--- config.mk ---
export PLATFORM = sky130hd
export DESIGN_NAME = tx_arbiter_flat
export DESIGN_NICKNAME = d
export VERILOG_FILES = /design/src/rtl/tx_arbiter_if.sv /design/src/rtl/tx_arbiter.sv /design/src/flat_wrapper.sv
export SDC_FILE = /design/constraint.sdc
export NUM_CORES = 1
export LEC_CHECK = 0
export BUFFER_PORTS_ARGS = -buffer_cell sky130_fd_sc_hd__buf_2
export CAP_MARGIN = 0
export CORE_MARGIN = 4
export CORE_UTILIZATION = 45
export CTS_BUF_LIST = sky130_fd_sc_hd__clkbuf_4
export CTS_CLUSTER_SIZE = 30
export DETAILED_ROUTE_END_ITERATION = 8
export PLACE_DENSITY = 0.8
export SLEW_MARGIN = 10
export SYNTH_ARGS = -nofsm -noshare
export SYNTH_HDL_FRONTEND = slang
export SYNTH_SLANG_ARGS = --single-unit
--- constraint.sdc ---
create_clock -name clk -period 3.7 [get_ports clk]
set_clock_uncertainty 0.2 [all_clocks]
set_input_delay 0.185 -clock clk [delete_from_list [all_inputs] [get_ports clk]]
set_output_delay 0.185 -clock clk [all_outputs]
set_load 0.02 [all_outputs]
--- src/rtl/tx_arbiter_if.sv ---
// Request, TX and RX-reply signals of the tx_arbiter.
// The arbiter connects through the slave modport; requesters/TX/RX drive the master side.
interface tx_arbiter_if #(
  parameter int NCH      = 2,
  parameter int CMD_BITS = 2,
  parameter int DEPTH    = 2
) ();
  logic [NCH-1:0]          req_valid;
  logic [NCH*CMD_BITS-1:0] req_cmd;
  logic [NCH-1:0]          req_reply_wanted;
  logic [NCH-1:0]          req_reserve;
  logic [NCH-1:0]          req_started;
  logic                    tx_command_valid;
  logic [CMD_BITS-1:0]     tx_command;
  logic                    tx_command_started;
  logic                    tx_done;
  logic                    rx_done;
  logic [NCH-1:0]          rx_owner;
  logic [$clog2(DEPTH):0]  outstanding;
  logic                    rx_unexpected;

  modport master (
    output req_valid, req_cmd, req_reply_wanted, req_reserve,
           tx_command_started, tx_done, rx_done,
    input  req_started, tx_command_valid, tx_command,
           rx_owner, outstanding, rx_unexpected
  );

  modport slave (
    input  req_valid, req_cmd, req_reply_wanted, req_reserve,
           tx_command_started, tx_done, rx_done,
    output req_started, tx_command_valid, tx_command,
           rx_owner, outstanding, rx_unexpected
  );
endinterface

--- src/rtl/tx_arbiter.sv ---
// tx_arbiter: grants one channel at a time to the TX serialiser and tracks reply owners.
// Define TX_ARBITER_RR_EN for round-robin selection; otherwise fixed priority, lowest index wins.
module tx_arbiter #(
  parameter int NCH      = 2,
  parameter int CMD_BITS = 2,
  parameter int DEPTH    = 2
) (
  input  logic        clk,
  input  logic        reset,
  tx_arbiter_if.slave bus
);
  localparam int IDW = (NCH > 1) ? $clog2(NCH) : 1;
  localparam int PW  = (DEPTH > 1) ? $clog2(DEPTH) : 1;
  localparam int CW  = $clog2(DEPTH) + 1;

  typedef enum logic [1:0] {IDLE, OFFER, BUSY} state_t;
  state_t state, state_nx;

  logic [IDW-1:0]      grant;
  logic [NCH-1:0]      grant_oh;
  logic [CMD_BITS-1:0] grant_cmd;
  logic                grant_reply;
  logic                started;

  logic [NCH-1:0]      eligible;
  logic                res_any;
  logic [IDW-1:0]      res_id;
  logic [NCH-1:0]      search_vec;
  logic [IDW-1:0]      offset;
  logic                any_eligible;
  logic [IDW-1:0]      pick;
  logic [CMD_BITS-1:0] pick_cmd;
  logic                pick_reply;

  logic [IDW-1:0]      mem [DEPTH];
  logic [PW-1:0]       wr_ptr, rd_ptr;
  logic [CW-1:0]       count;
  logic                push, pop;
  logic                unexpected;

  function automatic logic [PW-1:0] ptr_inc(input logic [PW-1:0] p);
    return (p == PW'(DEPTH - 1)) ? '0 : p + 1'b1;
  endfunction

  // NOTE: sequential state uses non-blocking assignments so every register samples pre-edge values.
  always_ff @(posedge clk) begin
    if (reset) state <= IDLE;
    else       state <= state_nx;
  end

  // NOTE: every combinational output gets a default first, so no path can infer a latch.
  always_comb begin
    res_any  = 1'b0;
    res_id   = '0;
    eligible = '0;
    for (int k = NCH - 1; k >= 0; k--) begin
      if (bus.req_reserve[k]) begin
        res_any = 1'b1;
        res_id  = IDW'(k);
      end
    end
    // A reply-wanted command needs a free FIFO slot now; a same-cycle pop does not help.
    for (int k = 0; k < NCH; k++) begin
      eligible[k] = bus.req_valid[k]
                 && (!res_any || res_id == IDW'(k))
                 && (!bus.req_reply_wanted[k] || count < CW'(DEPTH));
    end
  end

`ifdef TX_ARBITER_RR_EN
  logic [IDW-1:0] rr_ptr;
  logic [IDW:0]   rr_sum;

  always_ff @(posedge clk) begin
    if (reset)        rr_ptr <= '0;
    else if (started) rr_ptr <= (grant == IDW'(NCH - 1)) ? '0 : grant + 1'b1;
  end

  // Rotate so rr_ptr becomes bit 0, pick lowest, then rotate the index back.
  assign search_vec = NCH'({eligible, eligible} >> rr_ptr);
  assign rr_sum     = {1'b0, offset} + {1'b0, rr_ptr};
  assign pick       = (rr_sum >= (IDW+1)'(NCH)) ? IDW'(rr_sum - (IDW+1)'(NCH)) : IDW'(rr_sum);
`else
  assign search_vec = eligible;
  assign pick       = offset;
`endif

  always_comb begin
    offset       = '0;
    any_eligible = |search_vec;
    for (int k = NCH - 1; k >= 0; k--) begin
      if (search_vec[k]) offset = IDW'(k);
    end
  end

  always_comb begin
    pick_cmd   = '0;
    pick_reply = 1'b0;
    for (int k = 0; k < NCH; k++) begin
      if (pick == IDW'(k)) begin
        pick_cmd   = bus.req_cmd[k*CMD_BITS +: CMD_BITS];
        pick_reply = bus.req_reply_wanted[k];
      end
    end
  end

  assign grant_oh = NCH'(1) << grant;
  assign started  = (state == OFFER) && bus.tx_command_started;

  always_comb begin
    state_nx = state;
    case (state)
      IDLE:  if (any_eligible) state_nx = OFFER;
      OFFER: begin
        if (bus.tx_command_started)             state_nx = bus.tx_done ? IDLE : BUSY;
        else if (!(|(bus.req_valid & grant_oh))) state_nx = IDLE;
      end
      BUSY:  if (bus.tx_done) state_nx = IDLE;
      default: state_nx = IDLE;
    endcase
  end

  always_comb begin
    bus.tx_command_valid = (state == OFFER);
    bus.tx_command       = grant_cmd;
    bus.req_started      = started ? grant_oh : '0;
  end

  // The grant is frozen from selection until the FSM leaves OFFER.
  always_ff @(posedge clk) begin
    if (reset) begin
      grant       <= '0;
      grant_cmd   <= '0;
      grant_reply <= 1'b0;
    end else if (state == IDLE && any_eligible) begin
      grant       <= pick;
      grant_cmd   <= pick_cmd;
      grant_reply <= pick_reply;
    end
  end

  assign push = started && grant_reply && (count < CW'(DEPTH) || bus.rx_done);
  assign pop  = bus.rx_done && (count != '0 || push);

  always_ff @(posedge clk) begin
    if (reset) begin
      wr_ptr     <= '0;
      rd_ptr     <= '0;
      count      <= '0;
      unexpected <= 1'b0;
    end else begin
      if (push) wr_ptr <= ptr_inc(wr_ptr);
      if (pop)  rd_ptr <= ptr_inc(rd_ptr);
      case ({push, pop})
        2'b10:   count <= count + 1'b1;
        2'b01:   count <= count - 1'b1;
        default: count <= count;
      endcase
      if (bus.rx_done && !pop) unexpected <= 1'b1;
    end
  end

  // NOTE: the id storage has no reset; count gates every read, so stale entries are never seen.
  always_ff @(posedge clk) begin
    if (push) mem[wr_ptr] <= grant;
  end

  assign bus.rx_owner      = (count != '0) ? (NCH'(1) << mem[rd_ptr]) : '0;
  assign bus.outstanding   = count;
  assign bus.rx_unexpected = unexpected;
endmodule

--- src/flat_wrapper.sv ---
// flat-port wrapper written by rule: the top's interface ports become plain ports
module tx_arbiter_flat 
#(
  parameter int NCH      = 2,
  parameter int CMD_BITS = 2,
  parameter int DEPTH    = 2
)
  (clk, reset, bus_req_valid, bus_req_cmd, bus_req_reply_wanted, bus_req_reserve, bus_tx_command_started, bus_tx_done, bus_rx_done, bus_req_started, bus_tx_command_valid, bus_tx_command, bus_rx_owner, bus_outstanding, bus_rx_unexpected);
  tx_arbiter_if #(.NCH(NCH), .CMD_BITS(CMD_BITS), .DEPTH(DEPTH)) bus_i ();
  input  logic clk;
  input  logic reset;
  input wire logic [$bits(bus_i.req_valid)-1:0] bus_req_valid;
  input wire logic [$bits(bus_i.req_cmd)-1:0] bus_req_cmd;
  input wire logic [$bits(bus_i.req_reply_wanted)-1:0] bus_req_reply_wanted;
  input wire logic [$bits(bus_i.req_reserve)-1:0] bus_req_reserve;
  input wire logic [$bits(bus_i.tx_command_started)-1:0] bus_tx_command_started;
  input wire logic [$bits(bus_i.tx_done)-1:0] bus_tx_done;
  input wire logic [$bits(bus_i.rx_done)-1:0] bus_rx_done;
  output wire logic [$bits(bus_i.req_started)-1:0] bus_req_started;
  output wire logic [$bits(bus_i.tx_command_valid)-1:0] bus_tx_command_valid;
  output wire logic [$bits(bus_i.tx_command)-1:0] bus_tx_command;
  output wire logic [$bits(bus_i.rx_owner)-1:0] bus_rx_owner;
  output wire logic [$bits(bus_i.outstanding)-1:0] bus_outstanding;
  output wire logic [$bits(bus_i.rx_unexpected)-1:0] bus_rx_unexpected;
  assign bus_i.req_valid = bus_req_valid;
  assign bus_i.req_cmd = bus_req_cmd;
  assign bus_i.req_reply_wanted = bus_req_reply_wanted;
  assign bus_i.req_reserve = bus_req_reserve;
  assign bus_i.tx_command_started = bus_tx_command_started;
  assign bus_i.tx_done = bus_tx_done;
  assign bus_i.rx_done = bus_rx_done;
  assign bus_req_started = bus_i.req_started;
  assign bus_tx_command_valid = bus_i.tx_command_valid;
  assign bus_tx_command = bus_i.tx_command;
  assign bus_rx_owner = bus_i.rx_owner;
  assign bus_outstanding = bus_i.outstanding;
  assign bus_rx_unexpected = bus_i.rx_unexpected;
  tx_arbiter #(.NCH(NCH), .CMD_BITS(CMD_BITS), .DEPTH(DEPTH)) u_core (.clk(clk), .reset(reset), .bus(bus_i));
endmodule
# Word level (Yosys, flattened, before mapping)
# Memories as Yosys holds them, arrays and structs flattened. A register that Yosys moved wholly into a read port is not among the register bits.
# Index checks and enable logic that the tools add are counted.
# word_totals
register_bits	11
ramBits	2
output_inout_bits	10
n_memories	1
# memory_table
memory	depth	width	read_ports	rd_ports_with_merged_regs	wr	line	rtl
u_core.mem	2	1	1	1	1	tx_arbiter.sv:35	logic [IDW-1:0] mem [DEPTH];
# classes
n_addsub	4
order_cmp	1
eq_ne	7
shift	2
muxes	22
bitwise	2
n_reduce_logical	26
# ops
operator	n
$mux W2	8
$mux W1	12
$logic_and A1 B1 Y1	10
$logic_or A1 B1 Y1	6
$pmux W2 S3	1
$eq A2 B1 Y1 const B	2
$eq A2 B2 Y1 const B	2
$logic_not A1 Y1	4
$pmux W2 S2	1
$reduce_bool A2 Y1	2
$reduce_or A2 Y1	2
$shl A1 B1 Y2 const A	2
$ne A3 B3 Y1 const B	1
$reduce_and A3 Y1	1
$add A1 B1 Y1 const B	2
$add A2 B1 Y2 const B	1
$and A2 B2 Y2	1
$logic_not A2 Y1	1
$lt A2 B2 Y1 const B	1
$ne A2 B1 Y1 const B	1
$ne A2 B2 Y1 const B	1
$sub A2 B1 Y2 const B	1
$not A1 Y1	1

# Logic depth before layout (Yosys ltp)
# Gate-level depths: netlist of the first run.
# logic_depth
word_depth	9
depth_mapped	6
ltp_nobuf	6

# Least setup slack after synthesis of the first run
# No wires, ideal clock.
# synth_path
path_kind	register to register
startpoint	reg u_core.count[1], in the netlist u_core.bus.outstanding[1]
endpoint	reg u_core.count[1], in the netlist u_core.bus.outstanding[1]
setup_time_ns	0.070
t_arrival_ns	1.790
slack_ns	1.640
stages_incl_launch_ff	6
path_buffers	0
cell_sequence	dfxtp_1 -> nor2_1 -> a21oi_1 -> ha_1 -> or3_2 -> a21oi_1
# synth_via
elab_chain_len	7
word_cells_on_any_way	12
cone_classes	add/sub (2); order compare (1); eq/ne (2); mux (1); reduce/logical (6)
# synth_rtl
item	line	rtl
start: declaration	tx_arbiter.sv:37	logic [CW-1:0] count;
start signal: assignment	tx_arbiter.sv:155	2'b10: count <= count + 1'b1;
start signal: assignment	tx_arbiter.sv:156	2'b01: count <= count - 1'b1;
start signal: assignment	tx_arbiter.sv:157	default: count <= count;
$lt A2 B2 Y1	tx_arbiter.sv:142	assign push = started && grant_reply && (count < CW'(DEPTH) || bus.rx_done);
$logic_or A1 B1 Y1	tx_arbiter.sv:142	
$logic_and A1 B1 Y1	tx_arbiter.sv:142	
$logic_or A1 B1 Y1 (*)	tx_arbiter.sv:143	assign pop = bus.rx_done && (count != '0 || push);
$logic_and A1 B1 Y1 (*)	tx_arbiter.sv:143	
via u_core.pop	tx_arbiter.sv:38	logic push, pop;
$eq A2 B1 Y1 / $eq A2 B2 Y1 (equally long branches)	tx_arbiter.sv:154	case ({push, pop})
$pmux W2 S2 / $reduce_bool A2 Y1 (equally long branches)	--	
# The timed path passes the listed nets; every way through them passes the cells marked *.
# A chain may end at the register's enable or synchronous reset.

# Worst setup path in the final report of the first run
# Ends and elaborated chain as after synthesis.

==> results of run 1 <==
## worst paths after layout
| check | cells past startpoint | slack [ps] | to | from |
|---|---|---|---|---|
| worst max-delay path | 5 | 1590 | u_core.bus.outstanding[1]$_SDFFE_PP0P_ | u_core.bus.outstanding[1]$_SDFFE_PP0P_ |
| worst min-delay path | 3 | 30 | u_core.bus.tx_command[0]$_SDFFE_PP0P_ | bus_req_cmd[2] |
| worst max register to register | 5 | 1590 | u_core.bus.outstanding[1]$_SDFFE_PP0P_ | u_core.bus.outstanding[1]$_SDFFE_PP0P_ |
| worst min register to register | 2 | 330 | flop | u_core.rd_ptr$_SDFFE_PP0P_ |
## layer usage
layer	part of all wire (%)	GRT usage, %	vias up
met3	8.1	6.77	2
met5	0	0	-
met4	0.97	3.23	0
met1	40	17.8	283
li1	-	-	325
met2	50	30.2	24
## state kept, by name, summed over array words and instances (netlist names), named ones only
signal / flops
u_core.bus.outstanding: 2
u_core.bus.tx_command: 2
u_core.mem: 2
u_core.state: 2
u_core.bus.rx_unexpected: 1
u_core.grant: 1
u_core.grant_reply: 1
u_core.rd_ptr: 1
u_core.wr_ptr: 1
## tightest hold or removal path, cell delays in order
cell and delay [ps]:
buf_2 70, mux2i_1 70, a21oi_1 140
## stage by stage
| step | cells | setup WS (ps) | power, mW |
|---|---|---|---|
| after global placement | 111 | 1720 | 0.261 |
| after global routing | 122 | 1460 | 0.375 |
| after floorplan | 72 | 1640 | 0.235 |
| final | 122 | 1590 | 0.353 |
| after detailed placement | 111 | 1610 | 0.263 |
| after CTS | 122 | 1590 | 0.358 |
## cells in the mapped netlist, types with 2 or more instances
cell      number
nor2_1        12
nor2b_1        4
nand2b_1       2
a21oi_1        5
o31ai_1        3
xnor2_1        3
dfxtp_1       12
inv_1          3
mux2i_1        4
nor3b_1        2
edfxtp_1       2
## report_power, final
part	total [mW]	leakage, nW	switching, mW	internal [mW]
registers	0.176	0.116	0.00969	0.166
clock network	0.0873	0.0154	0.0481	0.0392
logic	0.0899	0.286	0.0470	0.0429
## cell type report
class	instances	area [um^2]	share of cell area [%]
multi-input cells	54	392	41.7
inverters	3	11.3	1.20
well taps	16	20.0	2.13
clock inverters	1	3.75	0.399
repair buffers	31	190	20.2
flip-flops and latches	14	300	32.0
clock buffers	3	22.5	2.40
## kinds of logic (layout without fill, tap and decap cells)
family / count (synthesis) / after routing / synth area share, %
AO/OA/AOI/OAI: 16 / 16 / 18.8
XOR/XNOR: 4 / 4 / 4.96
adder cells (fa/ha/maj): 1 / 1 / 1.77
buffers and inverters: 4 / 38 / 2.12
flip-flops: 14 / 14 / 42.5
multiplexers: 4 / 4 / 5.66
AND/OR/NAND/NOR: 29 / 29 / 24.2
## timing repair
action / 4_1_cts / 5_1_grt
hold buffers: 7 / 0
hold endpoints to repair: 9 / 0
setup buffers: 0 / 0
==> results.md, run 1 <==
- Distinct cell type count after synthesis: 31
- Synth warnings: 0
- CTS tree: done
- Initial antenna violation count: 0
- Worst Hold Class: in -> reg
- CP peak stage delay: 520 ps
- Post-DP HPWL: 1.20 mm
- Crit-path cells: nor2_1 > a21oi_1 > ha_1 > or3_2 > a21oi_1
- Delay-heaviest family, CP: simple AND/OR/NAND/NOR gates
- WP data required: 3720 ps
- Avg Cell Area, Syn: 9.82 um^2
- Worst rel slew slack: 71.4%
- # nets final: 123
- Unrepaired setup endpoints after global routing: false
- WL final: 1.55 mm
- Top cell type's share of synthesized area: 34.0%
- Chip height: 47.6 um
- CTS buffer count: 3
- Largest net degree at the start of global routing: 10
- Layout area overhead: 32.9%
- Mapped Area: 707 um^2
- Core Util, Final: 63.1%
- Synthesized instance count: 72
- Async set-reset flop share out of synthesis: 0%
- Final Hold Fails: 0
- Number of synthesized flops with an enable pin: 2
- CP dominant cell by count: a21oi_1
- Main area contributors after synthesis: dfxtp_1 34%, edfxtp_1 8.5%, nor2_1 6.4%, mux2i_1 5.7%, a2111oi_4 3.9%
- Setup TNS: 0 ps
- Die area: 0.00227 mm^2
- Power Density: 376 mW/mm^2
- Final Max Slew Viols: 0
- I/O pins: 25
- GRT Util Overall: 16.5%
- DRT antenna net count: 0
- Kind of critical path: reg -> reg
- Fmax: 0.475 GHz
- Iteration-0 DRC Markers: 8
- Die Width: 47.6 um
- # diodes: 0
- CP bufs+invs: 0
- Worst Path Arrival: 2130 ps
- Crit path max fanout: 9
- Row count: 14
- Max IR drop VDD: 0.000312 V
- Pleak: 0.418 nW
- CP max-delay cell: dfxtp_1
- Core Box Area: 0.00149 mm^2
- Tmin final: 2110 ps
- Routed len/inst: 12.7 um
- Post-synth top area cell: dfxtp_1
- Crit path capture type: flop
- Initial core utilization: 47.5%
- H-tree level count: 1
- Register area share after synthesis: 42.5%
- Syn Nets: 88
- Vias in the first global route: 654
- Max Cap Viol: 0
- GRT overflow: 0
- Worst skew pair latency: 280 ps
- Clk buf depth: 2
- Most common cell after layout, fill and taps aside: buf_2
- I/O Buffers: 24
- Count of final setup violators: 0
- Placed cell areas: 843 um^2
- Fill cells: 129
- # DRC: 0
- Outcome: completed
- Slew @ Worst Pin: 428 ps
- Most frequent cells in the layout: 24 x buf_2, 12 x nor2_1, 12 x dfxtp_1
- Clock-pin slew on the worst setup and hold paths: 80 ps
- Sink Count: 14
- Final Cycle Share: 56.9%
- Post_cts resized: 0
- Via count: 634
- Drt first pass iters: 4
- Share of layout cells above drive strength 1: 32.1%
- Top FF cell, synth: dfxtp_1
- Clk root buf: clkbuf_4
- First-pass GRT wire length: 2.58 mm
- GP Congestion: 0.755
- Hold slack final: 27.1 ps
- Kind of start point of the critical path: flop
- Synth Register Bits: 14
- Routed vias/inst: 5.20
- Post-route cell area: 940 um^2
Power figures use the tool's default switching activity.
==> run 2, diff against run 1 <==
==> constraint.sdc (replaced) <==
create_clock -name clk -period 2.1 [get_ports clk]
set_clock_uncertainty 0.2 [all_clocks]
set_input_delay 0.105 -clock clk [delete_from_list [all_inputs] [get_ports clk]]
set_output_delay 0.105 -clock clk [all_outputs]
set_load 0.02 [all_outputs]
==> run 2 against run 1 <==
  * Routed wire length up 11%
  * Largest cell class unchanged
  * Worst setup slack got worse by 1500 ps
  * Sequential power is 77% higher
  * Critical path depth is the same
  * Non-clock buffer count increased by 8
  * Via count increased by 8.0%
==> results.md, run 2 (synthesis results as in run 1) <==
- Hold depth: 4
- Clock-pin slew on the worst setup and hold paths: 80 ps
- Vias in the first global route: 663
- First-pass GRT wire length: 2.76 mm
- Iteration-0 DRC Markers: 1
- Chip height: 47.6 um
- Post-route insts no fill: 130
- Pleak: 0.455 nW
- DRT antenna net count: 0
- Routed vias/inst: 5.27
- Tmin final: 2000 ps
- Die Width: 47.6 um
- Largest net degree at the start of global routing: 10
- Most frequent cells in the layout: 24 x buf_2, 12 x nor2_1, 10 x dfxtp_1, 10 x dlygate4sd3_1
- Count of final setup violators: 0
- # DRC: 0
- Layout area overhead: 43.9%
- Routed len/inst: 13.3 um
- Fmax: 0.501 GHz
- Crit path capture type: flop
- CTS tree: done
- Most common cell after layout, fill and taps aside: buf_2
- Worst skew pair latency: 270 ps
- Core Box Area: 0.00149 mm^2
- # nets final: 131
- WP data required: 2110 ps
- R2R depth: 5
- Post-DP HPWL: 1.28 mm
- GRT Util Overall: 17.8%
- GRT overflow: 0
- Clk buf depth: 2
- Drt first pass iters: 4
- Crit path max fanout: 5
- Final Cycle Share: 95.1%
- Setup TNS: 0 ps
- Worst Path Arrival: 2000 ps
- H-tree level count: 1
- Sink Count: 14
- Via count: 685
- I/O pins: 25
- Worst Hold Class: in -> reg
- Worst rel slew slack: 72.3%
- Row count: 14
- Power Density: 627 mW/mm^2
- Fill cells: 126
- Slew @ Worst Pin: 415 ps
- Placed cells: 114
- WL final: 1.73 mm
- Initial core utilization: 47.5%
- Final Hold Fails: 0
- GP Congestion: 0.761
- Clk root buf: clkbuf_4
- Max Cap Viol: 0
- Kind of start point of the critical path: flop
- CTS buffer count: 3
- Final Max Slew Viols: 0
- Max IR drop VDD: 0.000537 V
- Die area: 0.00227 mm^2
- Initial antenna violation count: 0
- Outcome: completed
- Unrepaired setup endpoints after global routing: false
- Share of layout cells above drive strength 1: 36.8%
- # diodes: 0
- Kind of critical path: reg -> reg
- I/O Buffers: 24
==> run 2: changes by cell type in the layout (fill, tap and decap cells not counted), sizes merged <==
cell / before / now
buf: 24 / 29
dlygate4sd3: 7 / 10
==> run 2: final cells by class <==
class                           instances  area [um^2]  share of cell area [%]
Clock buffer                            3         22.5                    2.21
Clock inverter                          1         3.75                   0.369
Inverter                                3         11.3                    1.11
Multi-Input combinational cell         54          395                    38.9
Sequential cell                        14          303                    29.8
Tap cell                               16         20.0                    1.97
Timing Repair Buffer                   39          262                    25.7
==> run 2: power by group <==
part / internal (mW) / switching, mW / total (mW)
Combinational: 0.0873 / 0.0894 / 0.177
Clock: 0.0688 / 0.0818 / 0.151
Sequential: 0.294 / 0.0170 / 0.311
==> run 2: final timing paths <==
path	startpoint	slack (ps)	end
worst max-delay path	u_core.state[0]$_SDFFE_PP0P_	100	u_core.bus.outstanding[1]$_SDFFE_PP0P_
worst min-delay path	bus_req_reply_wanted[1]	30	u_core.grant$_SDFFE_PP0P_
worst max register to register	u_core.state[0]$_SDFFE_PP0P_	100	u_core.bus.outstanding[1]$_SDFFE_PP0P_
worst min register to register	u_core.grant$_SDFFE_PP0P_	340	u_core.mem[0]$_DFFE_PP_
==> run 2: worst max-delay path: stages, from the launching register on <==
cell and delay, ps:
dfxtp_2 380, nand4b_1 180, a21o_2 260, ha_1 320
or3_2 450, a21oi_1 150
==> run 2: routing by layer <==
layer / global-route usage (%) / up-vias / part of all wire, % / routed length (um)
li1: - / 346 / - / -
met1: 17.2 / 311 / 37 / 635
met2: 34.5 / 26 / 54 / 935
met3: 7.14 / 2 / 8.2 / 142
met4: 4.84 / 0 / 0.81 / 14
met5: 0 / - / 0 / 0
==> run 2: metrics by stage <==
stage / setup WS (ps) / total power [mW] / util, % / instance area, um^2 / hold WS (ps)
after CTS: 14.7 / 0.643 / 66.9 / 996 / 16.5
after detailed placement: 32.9 / 0.472 / 58.2 / 866 / 92.0
after floorplan: 40.1 / 0.414 / - / 707 / -16.5
final: 102 / 0.638 / 68.3 / 1020 / 27.5
after global routing: 14.4 / 0.680 / 68.3 / 1020 / 32.2
after global placement: 142 / 0.465 / 58.2 / 866 / 90.5
==> run 2: what timing repair did <==
item	4_1_cts	5_1_grt
buffers inserted	0	2
gates resized for setup	1	3
pin swaps	0	1
endpoints found under the setup margin	1	3
endpoints found under the hold margin	12	0
hold buffers	10	0
